--- config.mk ---
export PLATFORM = sky130hd
export DESIGN_NAME = glb_crd_rd_port
export DESIGN_NICKNAME = d
export VERILOG_FILES = /design/src/rtl/glb_crd_rd_port.sv
export SDC_FILE = /design/constraint.sdc
export NUM_CORES = 1
export LEC_CHECK = 0
export ABC_AREA = 0
export BUFFER_PORTS_ARGS = -buffer_cell sky130_fd_sc_hd__clkbuf_2
export CAP_MARGIN = 20
export CORE_MARGIN = 8
export CORE_UTILIZATION = 40
export DETAILED_ROUTE_END_ITERATION = 7
export SETUP_SLACK_MARGIN = 0.2
export SLEW_MARGIN = 20
export SYNTH_ARGS = -nofsm -noshare
export SYNTH_HDL_FRONTEND = slang
export SYNTH_SLANG_ARGS = --single-unit
--- constraint.sdc ---
create_clock -name clk -period 8.2 [get_ports clk]
set_input_delay 0.82 -clock clk [delete_from_list [all_inputs] [get_ports clk]]
set_output_delay 0.82 -clock clk [all_outputs]
set_load 0.02 [all_outputs]
--- src/rtl/glb_crd_rd_port.sv ---
// Coordinate read port of the global buffer: accepts word addresses from CTR,
// reads a 1-cycle-latency SRAM and returns words in order through a credit-protected FIFO.
module glb_crd_rd_port #(
  parameter int SRAM_WIDTH = 256,
  parameter int ADDR_WIDTH = 10,
  parameter int FIFO_DEPTH = 4
) (
  input  logic                  clk,
  input  logic                  rst,
  input  logic                  CCUGLB_Rst,
  input  logic [ADDR_WIDTH-1:0] CCUGLB_CfgBase,
  input  logic [ADDR_WIDTH-1:0] CTRGLB_CrdAddr,
  input  logic                  CTRGLB_CrdAddrVld,
  output logic                  GLBCTR_CrdAddrRdy,
  output logic [SRAM_WIDTH-1:0] GLBCTR_Crd,
  output logic                  GLBCTR_CrdVld,
  input  logic                  CTRGLB_CrdRdy,
  output logic                  GLBSRAM_RdEn,
  output logic [ADDR_WIDTH-1:0] GLBSRAM_Addr,
  input  logic [SRAM_WIDTH-1:0] SRAMGLB_RdData,
  output logic                  GLBCCU_Idle
);

  localparam int PTR_W = (FIFO_DEPTH > 1) ? $clog2(FIFO_DEPTH) : 1;
  localparam int CNT_W = $clog2(FIFO_DEPTH + 1);

  logic [SRAM_WIDTH-1:0] mem [FIFO_DEPTH];
  logic [SRAM_WIDTH-1:0] crdHead;
  logic [PTR_W-1:0]      rdPtr;
  logic [PTR_W-1:0]      wrPtr;
  logic [PTR_W-1:0]      rdPtrNext;
  logic [CNT_W-1:0]      fifoCnt;
  logic [CNT_W-1:0]      creditUsed;
  logic                  inflight;
  logic                  flush;
  logic                  push;
  logic                  pop;

  assign flush      = rst | CCUGLB_Rst;
  assign push       = inflight;
  assign pop        = GLBCTR_CrdVld & CTRGLB_CrdRdy;
  assign rdPtrNext  = rdPtr + PTR_W'(1);

  // Credit counts words already queued plus the one read that may still be in flight.
  assign creditUsed        = fifoCnt + CNT_W'(inflight);
  assign GLBCTR_CrdAddrRdy = (creditUsed < CNT_W'(FIFO_DEPTH)) & ~flush;

  assign GLBSRAM_RdEn  = CTRGLB_CrdAddrVld & GLBCTR_CrdAddrRdy;
  assign GLBSRAM_Addr  = CCUGLB_CfgBase + CTRGLB_CrdAddr;

  assign GLBCTR_CrdVld = (fifoCnt != '0);
  assign GLBCTR_Crd    = crdHead;
  assign GLBCCU_Idle   = (fifoCnt == '0) & ~inflight;

  // NOTE: the storage array has no reset; validity is tracked by the pointers and count,
  // so clearing it would only add reset fan-out to a wide register file.
  always_ff @(posedge clk) begin
    if (push && !flush) mem[wrPtr] <= SRAMGLB_RdData;
  end

  always_ff @(posedge clk) begin
    if (flush) begin
      rdPtr    <= '0;
      wrPtr    <= '0;
      fifoCnt  <= '0;
      inflight <= 1'b0;
      crdHead  <= '0;
    end else begin
      inflight <= GLBSRAM_RdEn;
      if (push) wrPtr <= wrPtr + PTR_W'(1);
      if (pop)  rdPtr <= rdPtrNext;
      fifoCnt <= fifoCnt + CNT_W'(push) - CNT_W'(pop);

      // The head register tracks the entry at rdPtr after this edge; when the FIFO
      // drains it keeps the last popped word.
      if (push && (fifoCnt == '0 || (pop && fifoCnt == CNT_W'(1))))
        crdHead <= SRAMGLB_RdData;
      else if (pop && fifoCnt > CNT_W'(1))
        crdHead <= mem[rdPtrNext];
    end
  end

endmodule

==> run metrics, run 1 <==
Clock Skew=0.0362 ns; CTS Buf Count=~140; gr ovfl total=0; Syn Nets=roughly 3200; met2 WL=approximately 53 mm; Clock Latency Late Sink=0.74 ns; layout cells sized above 1=0.297; highest metal used=met5; Via Count=between 20000 and 30000; Top cell by count, worst path=ha_1; DP Area=about 0.053 mm²; area leader, netlist=edfxtp_1; CTS resizes=0; core area=roughly 0.12 mm²; Die Span Y=about 360 µm; CP Max Fanout=10; f_max=291 MHz; Final Util=0.475; H-Tree Depth=4; Seq/Total Area, Yosys=0.745; total power=approximately 14 mW; Yosys warning count=0; Worst-path clk slew=approximately 0.06 ns; Initial Utilization=0.403; Final Wtd Congestion=about 0.76; Final Critical Period=between 3 and 4 ns; Finished Layout Cells=5110; DIE AREA=roughly 0.13 mm²; initial drt markers=approximately 2200; DRT Wirelength=between 100 and 150 mm; Netlist cell types=37; TritonCTS clock tree=built; worst min-delay path class=primary input to flop; Power Density=between 200 and 250 mW/mm²; FILL cells=between 10000 and 15000; Final Cell Area=0.0570 mm²; Slew Limit Fails=0; crit path kind=flop to primary output; outcome=finished clean; top cells by area, synth=edfxtp_1 (64%), mux4_2 (12%), dfxtp_1 (11%), nand2_1 (4.0%), a31oi_1 (3.3%); met3 wire length=between 9 and 10 mm; Slew @ Worst Pin=about 1.1 ns; Worst path max stage delay=around 0.66 ns; peak supply drop=about 180 µV; first-pass GRT wire length=approximately 180 mm; Hold Fails Final Rpt=0; I/O pin total=approximately 550; hold buffers post-CTS=0; # rows=approximately 130; antenna viol nets, final=0; gr usage total=0.171; vias in the first global route=28058; Remaining DRCs=0; post-route clock period utilization=0.419; Slew Limit Headroom=0.267; vias per cell=5.31; DR pass1 iterations=5; endpoint type of the worst setup path=primary output; MaxCap Viol Count=0; area grow syn2layout=17.7%; pin count of the biggest net entering global routing=217; clock sink count=roughly 1300; pre-CTS WS=4.52 ns; Die X=364 µm; WP data required=7.38 ns; Final setup viols=0; CP Launch Type=flop; Avg WL per Cell=around 23 µm; worst-path cell chain=ha_1, ha_1, xor2_1, nor2_1, and2_1, clkbuf_2; setup bufs post-CTS=0; CTS Root Cell=clkbuf_16; Post-DP HPWL=~66 mm; Yosys reg bits=around 1300; hold slack final=~0.32 ns; final setup margin=around 4.8 ns; IO Port Bufs=550; crit path DAT=between 2 and 3 ns; Leak=between 15 and 20 nW; Avg Inst Size Synth=approximately 17 µm²; CTS max path bufs=3; RSZ-0062 raised after global routing=false; setup tns final=0 ns; CP max-delay cell=dfxtp_1; post-synth top area share=0.635; synthesized cell area=roughly 0.048 mm²; Layout Nets=approximately 3700; dpl cells=around 4800; initial antenna violation count=20; post-synthesis cell count=between 2000 and 3000; metal1 wirelength=approximately 50 mm
-- layout by cell type (no fill, tap or decap), types with 12 or more instances in the layout --
cell type	synthesis	final
clkbuf_1	107	43
nor2_1	15	15
buf_12	0	15
mux4_2	256	256
ha_1	17	17
clkinv_2	0	17
nand2_1	514	514
o21ai_0	255	255
clkbuf_16	0	140
a31oi_1	256	256
clkbuf_8	0	16
edfxtp_1	1024	1024
buf_4	2	12
clkbuf_2	0	550
clkinv_1	0	16
dfxtp_1	264	262
-- routing by layer --
| metal | track usage | vias to the layer above |
|---|---|---|
| li1 | - | 12222 |
| met1 | 0.232 | 13832 |
| met2 | 0.269 | 896 |
| met3 | 0.0516 | 177 |
| met4 | 0.0471 | 20 |
| met5 | 0 | - |
-- flip-flops by register name, summed over array words and instances, names as in the netlist --
register and cells:
inflight 1, wrPtr 2, GLBCTR_Crd 256, mem 1024, fifoCnt 3, rdPtr 2
-- synth_stat cells --
cell type and n:
and2_1 3, inv_1 9, clkbuf_1 107, or2_2 1
buf_4 2, a31oi_1 256, o21a_1 1, o21ai_0 255
nor2_2 1, nand3_2 1, nand2_1 514, o2111ai_1 2
buf_1 2, a41o_1 1, a21o_1 3, buf_8 1
edfxtp_1 1024, xor2_1 4, ha_1 17, mux4_2 256
fa_1 1, nand3_1 5, xnor2_1 10, and3_1 4
nor2_1 15, dfxtp_1 264, nor2b_1 3, buf_2 53
nor3_1 1, nand2b_1 1, or3_1 1, a21oi_1 3
o21ai_1 1, mux2i_1 1, nand4_1 1, o41ai_1 1
buf_6 36
-- kinds of logic after synthesis --
group | Yosys count | synth area share
DFF | 1288 | 0.745
and+or+nand+nor | 551 | 0.0438
AOI/OAI and AO/OA | 523 | 0.0613
muxes | 257 | 0.119
buffers and inverters | 210 | 0.0236
adders and majority gates | 18 | 0.00481
xor gates and xnor gates | 14 | 0.00253
-- worst paths after layout --
check / startpoint / endpoint / slack (ns) / cells past startpoint
max: inflight / GLBSRAM_RdEn / 4.76 / 6
min reg2reg: GLBCTR_Crd[107] / GLBCTR_Crd[107] / 0.48 / 2
min: SRAMGLB_RdData[226] / mem[2][226] / 0.32 / 1
max reg2reg: fifoCnt[1] / GLBCTR_Crd[82] / 5.25 / 6
-- where the power goes --
group / switching [mW] / total (mW) / internal [mW]
Clock: 2.51 / 6.02 / 3.51
Sequential: 0.0290 / 7.12 / 7.09
Combinational: 0.326 / 0.473 / 0.147
Total: 2.87 / 13.6 / 10.7
-- layout make-up --
type | instances | area, µm² | share of cell area
Inverter | 9 | 33.8 | 0.000593
Sequential cell | 1288 | 36000 | 0.633
Timing Repair Buffer | 577 | 3140 | 0.0552
Clock buffer | 199 | 3880 | 0.0682
Tap cell | 1612 | 2020 | 0.0354
Clock inverter | 52 | 551 | 0.00966
Multi-Input combinational cell | 1363 | 11300 | 0.198
Antenna cell | 10 | 25.0 | 0.000439
-- critical path: cells and delay by family (launching register included) --
| kind | cells | cell delay [ns] |
|---|---|---|
| flops | 1 | 0.66 |
| fa+ha+maj | 2 | 0.40 |
| xor+xnor | 1 | 0.37 |
| simple gates | 2 | 0.32 |
| buf+inv | 1 | 0.15 |
Note: power is estimated with default switching activity, not from simulation.
==> run 2: changes to the inputs <==
==> constraint.sdc (replaced) <==
create_clock -name clk -period 3.2 [get_ports clk]
set_input_delay 0.32 -clock clk [delete_from_list [all_inputs] [get_ports clk]]
set_output_delay 0.32 -clock clk [all_outputs]
set_load 0.02 [all_outputs]
==> run 2 against run 1 <==
Final cell count increased by 7.2%. First-iteration DRC count increased by 5.5%. Die area unchanged. Sequential power increased to 2.6 times the previous value. Power increased to 2.6 times the previous value. Worst setup slack got worse by 4.3 ns. Via count increased by 5.8%. Critical endpoint unchanged. Highest routed layer unchanged.
==> run metrics, run 2 (synthesis results as in run 1) <==
gr ovfl total=0 (unchanged); first-pass GRT wire length=181 mm (was 175 mm); Die Span Y=364 µm (unchanged); Remaining DRCs=0 (unchanged); Final Cell Area=0.0606 mm² (was 0.0570 mm²); CTS max path bufs=3 (unchanged); crit path DAT=2.42 ns (was 2.62 ns); endpoint type of the worst setup path=primary output (unchanged); clock sink count=1288 (unchanged); TritonCTS clock tree=built (unchanged); gr usage total=0.176 (was 0.171); DRT Wirelength=120 mm (was 115 mm); peak supply drop=469 µV (was 179 µV); worst min-delay path class=primary input to flop (unchanged); Worst-path clk slew=0.06 ns (about the same); pre-CTS WS=0.873 ns (was 4.52 ns); CTS Buf Count=134 (was 137); Biggest register=mem (unchanged); max reg flops=1024 (unchanged); FILL cells=9820 (was 10311); DP Area=0.0536 mm² (was 0.0525 mm²); CP Launch Type=flop (unchanged); WP data required=2.88 ns (was 7.38 ns); Layout Nets=4037 (was 3675); area grow syn2layout=25.3% (was 17.7%); f_max=~370 MHz; setup bufs post-CTS=0 (unchanged); hold path startpoint=CCUGLB_Rst (was SRAMGLB_RdData[226]); crit path kind=flop to primary output (unchanged); vias per cell=5.24 (was 5.31); DR pass1 iterations=7 (was 5); H-Tree Depth=4 (unchanged); Clock Latency Late Sink=0.73 ns (was 0.74 ns); initial drt markers=2278 (was 2159); Clock Skew=0.0244 ns (was 0.0362 ns); Die X=364 µm (unchanged); DIE AREA=0.132 mm² (unchanged); antenna viol nets, final=0 (unchanged); worst r2r src=inflight (was fifoCnt[1]); CP Launch Point=inflight (unchanged); pin count of the biggest net entering global routing=156 (was 217); initial antenna violation count=22 (was 20); CTS Root Cell=clkbuf_16 (unchanged); Avg WL per Cell=21.9 µm (was 22.6 µm); Hold Fails Final Rpt=0 (unchanged); outcome=finished clean (unchanged); commonest non-fill, non-tap cell in the layout=edfxtp_1 (unchanged); Initial Utilization=0.403 (unchanged); Final Critical Period=around 2.7 ns; setup tns final=0 ns (unchanged); Leak=20.1 nW (was 18.4 nW); MaxCap Viol Count=0 (unchanged); layout cells sized above 1=0.298 (was 0.297); post-route clock period utilization=0.855; RSZ-0062 raised after global routing=false (unchanged); vias in the first global route=29660 (was 28058); # rows=127 (unchanged); IO Port Bufs=550 (unchanged); final setup margin=0.464 ns (was 4.76 ns); Via Count=28731 (was 27147); CP Max Fanout=10 (unchanged); most frequent cells in the layout=edfxtp_1 (1024), clkbuf_2 (550), nand2_1 (514), dfxtp_1 (262), dlygate4sd3_1 (259) (was edfxtp_1 (1024), clkbuf_2 (550), nand2_1 (514), dfxtp_1 (262)); Final setup viols=0 (unchanged); Slew @ Worst Pin=0.949 ns (was 1.10 ns); Power Density=582 mW/mm² (was 239 mW/mm²); Slew Limit Fails=0 (unchanged); Final Wtd Congestion=0.779 (was 0.765); Post-DP HPWL=74.8 mm (was 65.7 mm); I/O pin total=551 (unchanged); core area=0.120 mm² (unchanged); Slew Limit Headroom=0.367 (was 0.267)
run 2: routing by layer:
metal | track usage | vias to the layer above | share of wire
met2 | 0.285 | 1003 | 0.47
met1 | 0.233 | 14523 | 0.42
met3 | 0.0450 | 213 | 0.077
met5 | 0.00145 | - | 0.00052
met4 | 0.0614 | 10 | 0.029
li1 | - | 12982 | -
run 2: worst max-delay path: stages, from the launching register on:
cell and delay (ns):
dfxtp_1 0.64, ha_1 0.25, ha_1 0.15, xor2_1 0.22, nor2_1 0.12, and2_1 0.17
clkbuf_2 0.15
run 2: stage by stage:
step	util	total power [mW]	instances	hold WS (ns)
2_1_floorplan	-	19.2	2861	0.419
3_3_place_gp	0.446	19.9	4955	0.464
3_5_place_dp	0.446	19.9	4955	0.464
4_1_cts	0.505	35.7	5463	0.0106
5_1_grt	0.505	36.4	5473	0.0516
6_report	0.505	35.3	5479	0.0846
run 2: what timing repair did:
| item | in CTS | in global routing |
|---|---|---|
| endpoints found under the hold margin | 1280 | 0 |
| gates resized for setup | 0 | 0 |
| hold buffers | 259 | 0 |
run 2: final timing paths:
path | to | slack, ns | cells after the start
worst max-delay path | GLBSRAM_RdEn | 0.46 | 6
worst min-delay path | fifoCnt[0] | 0.08 | 3
worst min register to register | GLBCTR_Crd[188] | 0.48 | 2
worst max register to register | mem[0][197] | 1.01 | 2
run 2: power breakdown:
group          internal, mW  switching [mW]  total [mW]
Clock                  9.03            6.50        15.5
Combinational         0.614           0.922        1.54
Sequential             18.2          0.0734        18.2
Total                  27.8            7.50        35.3
run 2: final cells by class:
type                       instances  area, µm²  area share
timing repair buffer             942       6790       0.112
antenna                           16       40.0    0.000660
multi-input combinational       1363      11300       0.186
inverter                           9       33.8    0.000557
tap                             1612       2020      0.0333
clock inverter                    58        642      0.0106
clock buffer                     191       3800      0.0627
sequential                      1288      36000       0.594
==> run 3: changes to the inputs <==
--- a/config.mk
+++ b/config.mk
@@ -11,6 +11,7 @@
 export CORE_MARGIN = 8
 export CORE_UTILIZATION = 40
 export DETAILED_ROUTE_END_ITERATION = 7
+export PLACE_DENSITY = 0.62
 export SETUP_SLACK_MARGIN = 0.2
 export SLEW_MARGIN = 20
 export SYNTH_ARGS = -nofsm -noshare
==> run 3 against run 2 <==
Worst setup slack got worse by 0.11 ns. Clock-buffer cell count unchanged. Final cell count is 0.46% lower. Register-to-register slack about the same. Highest routed layer unchanged. Critical endpoint unchanged. Largest cell class unchanged. Combinational power about the same. First-iteration DRC count increased by 3.2%. Sequential cell count stayed put. Critical path type unchanged. Wire length about the same. Hold slack better by 0.011 ns.
==> run metrics, run 3 (synthesis results as in run 1) <==
TritonCTS clock tree=built (unchanged); MaxCap Viol Count=0 (unchanged); area grow syn2layout=25.4% (was 25.3%); Avg WL per Cell=22.0 µm (was 21.9 µm); H-Tree Depth=4 (unchanged); outcome=finished clean (unchanged); CTS Buf Count=136 (was 134); worst-path cell chain=ha_1, ha_1, xor2_1, nor2_1, and2_1, clkbuf_2 (unchanged); f_max=351 MHz (was 365 MHz); worst min-delay path class=primary input to flop (unchanged); Via Count=28828 (was 28731); dpl cells=4932 (was 4955); Biggest register=mem (unchanged); Top cell by count, worst path=ha_1 (unchanged); clock sink count=1288 (unchanged); DRT Wirelength=120 mm (about the same); Slew Limit Headroom=0.342 (was 0.367); gr ovfl total=0 (unchanged); Worst path max stage delay=0.60 ns (was 0.64 ns); Die Span Y=364 µm (unchanged); Leak=20.1 nW (about the same); vias per cell=5.29 (was 5.24); most frequent cells in the layout=edfxtp_1 (1024), clkbuf_2 (550), nand2_1 (514), dfxtp_1 (262), dlygate4sd3_1 (259) (unchanged); multi-input logic area=0.0113 mm² (unchanged); hold buffers post-CTS=259 (unchanged); CP Launch Type=flop (unchanged); antenna viol nets, final=0 (unchanged); Final Critical Period=2.85 ns (was 2.74 ns); crit path DAT=2.53 ns (was 2.42 ns); CTS max path bufs=3 (unchanged); crit path kind=flop to primary output (unchanged); Post-DP HPWL=74.7 mm (was 74.8 mm); Hold Fails Final Rpt=0 (unchanged); core area=0.120 mm² (unchanged); Final Util=0.506 (was 0.505); # rows=127 (unchanged); initial antenna violation count=17 (was 22); WP data required=2.88 ns (about the same); FILL cells=9789 (was 9820); RSZ-0062 raised after global routing=false (unchanged); setup tns final=0 ns (unchanged); initial drt markers=2352 (was 2278); total power=35.6 mW (was 35.3 mW); pin count of the biggest net entering global routing=190 (was 156); CTS resizes=0 (unchanged); Slew Limit Fails=0 (unchanged); peak supply drop=504 µV (was 469 µV); DIE AREA=0.132 mm² (unchanged); commonest non-fill, non-tap cell in the layout=edfxtp_1 (unchanged); Worst-path clk slew=0.06 ns (about the same); I/O pin total=551 (unchanged); Final setup viols=0 (unchanged); Power Density=587 mW/mm² (was 582 mW/mm²); Slew @ Worst Pin=0.987 ns (was 0.949 ns); flip-flop and latch area=0.0360 mm² (unchanged); CP Max Fanout=10 (unchanged); CTS Root Cell=clkbuf_16 (unchanged); DR pass1 iterations=7 (unchanged); layout cells sized above 1=0.297 (was 0.298); Final Wtd Congestion=0.809 (was 0.779); final setup margin=0.353 ns (was 0.464 ns); max reg flops=1024 (unchanged); pre-CTS WS=0.876 ns (was 0.873 ns); Clock Latency Late Sink=0.74 ns (was 0.73 ns); Layout Nets=4016 (was 4037); Initial Utilization=0.403 (unchanged); first-pass GRT wire length=182 mm (was 181 mm); gr usage total=0.176 (about the same); CP max-delay cell=dfxtp_1 (unchanged); post-route clock period utilization=0.890 (was 0.855); IO Port Bufs=550 (unchanged); Remaining DRCs=0 (unchanged); Finished Layout Cells=5454 (was 5479); Clock Skew=0.0350 ns (was 0.0244 ns); setup bufs post-CTS=0 (unchanged); vias in the first global route=29738 (was 29660); Die X=364 µm (unchanged); endpoint type of the worst setup path=primary output (unchanged)
## run 3: changes by cell type in the layout (fill, tap and decap cells not counted), moves of 3 or more
cell / previous run / this run
buf_12: 36 / 42
buf_4: 97 / 68
clkbuf_1: 38 / 29
clkbuf_16: 138 / 141
clkbuf_8: 15 / 21
clkinv_2: 19 / 25
diode_2: 16 / 11
inv_6: 6 / 3
## run 3: worst paths after layout
path	slack, ns	end	startpoint	cells past startpoint
hold reg to reg	0.47	GLBCTR_Crd[93]	GLBCTR_Crd[93]	2
hold / removal	0.1	rdPtr[0]	rst	3
setup reg to reg	1.02	GLBCTR_Crd[57]	fifoCnt[2]	5
setup / recovery	0.35	GLBSRAM_RdEn	inflight	6
## run 3: final cells by class
type                    count  area share
repair buffers            919       0.110
multi-input cells        1363       0.186
flip-flops and latches   1288       0.594
diodes                     11    0.000454
clock inverters            61      0.0108
well taps                1612      0.0332
inverters                   9    0.000557
clock buffers             191      0.0647
## run 3: stage by stage
stage	instance area [µm²]	hold slack, ns
after floorplan	48400	0.419
after global placement	53500	0.461
after detailed placement	53500	0.464
after CTS	60600	0.0298
after global routing	60600	0.0652
final	60700	0.0955
## run 3: critical path, delay by kind of cell, from the launching register on
kind | cells | cell delay (ns)
adders and majority gates | 2 | 0.39
DFF | 1 | 0.60
and+or+nand+nor | 2 | 0.56
xor gates and xnor gates | 1 | 0.09
buffers and inverters | 1 | 0.17
## run 3: power by group
group | leakage [nW] | internal (mW) | switching [mW] | total [mW]
logic | 6.48 | 0.601 | 0.923 | 1.52
registers | 11.4 | 18.2 | 0.0744 | 18.3
clock network | 2.25 | 9.30 | 6.56 | 15.9
## run 3: per-layer routing
layer  up-vias  track usage  routed length (µm)
met5         -            0                  69
met1     14670        0.237               50700
li1      12932            -                   -
met4        10       0.0491                2560
met2      1033        0.287               57400
met3       183       0.0435                9360
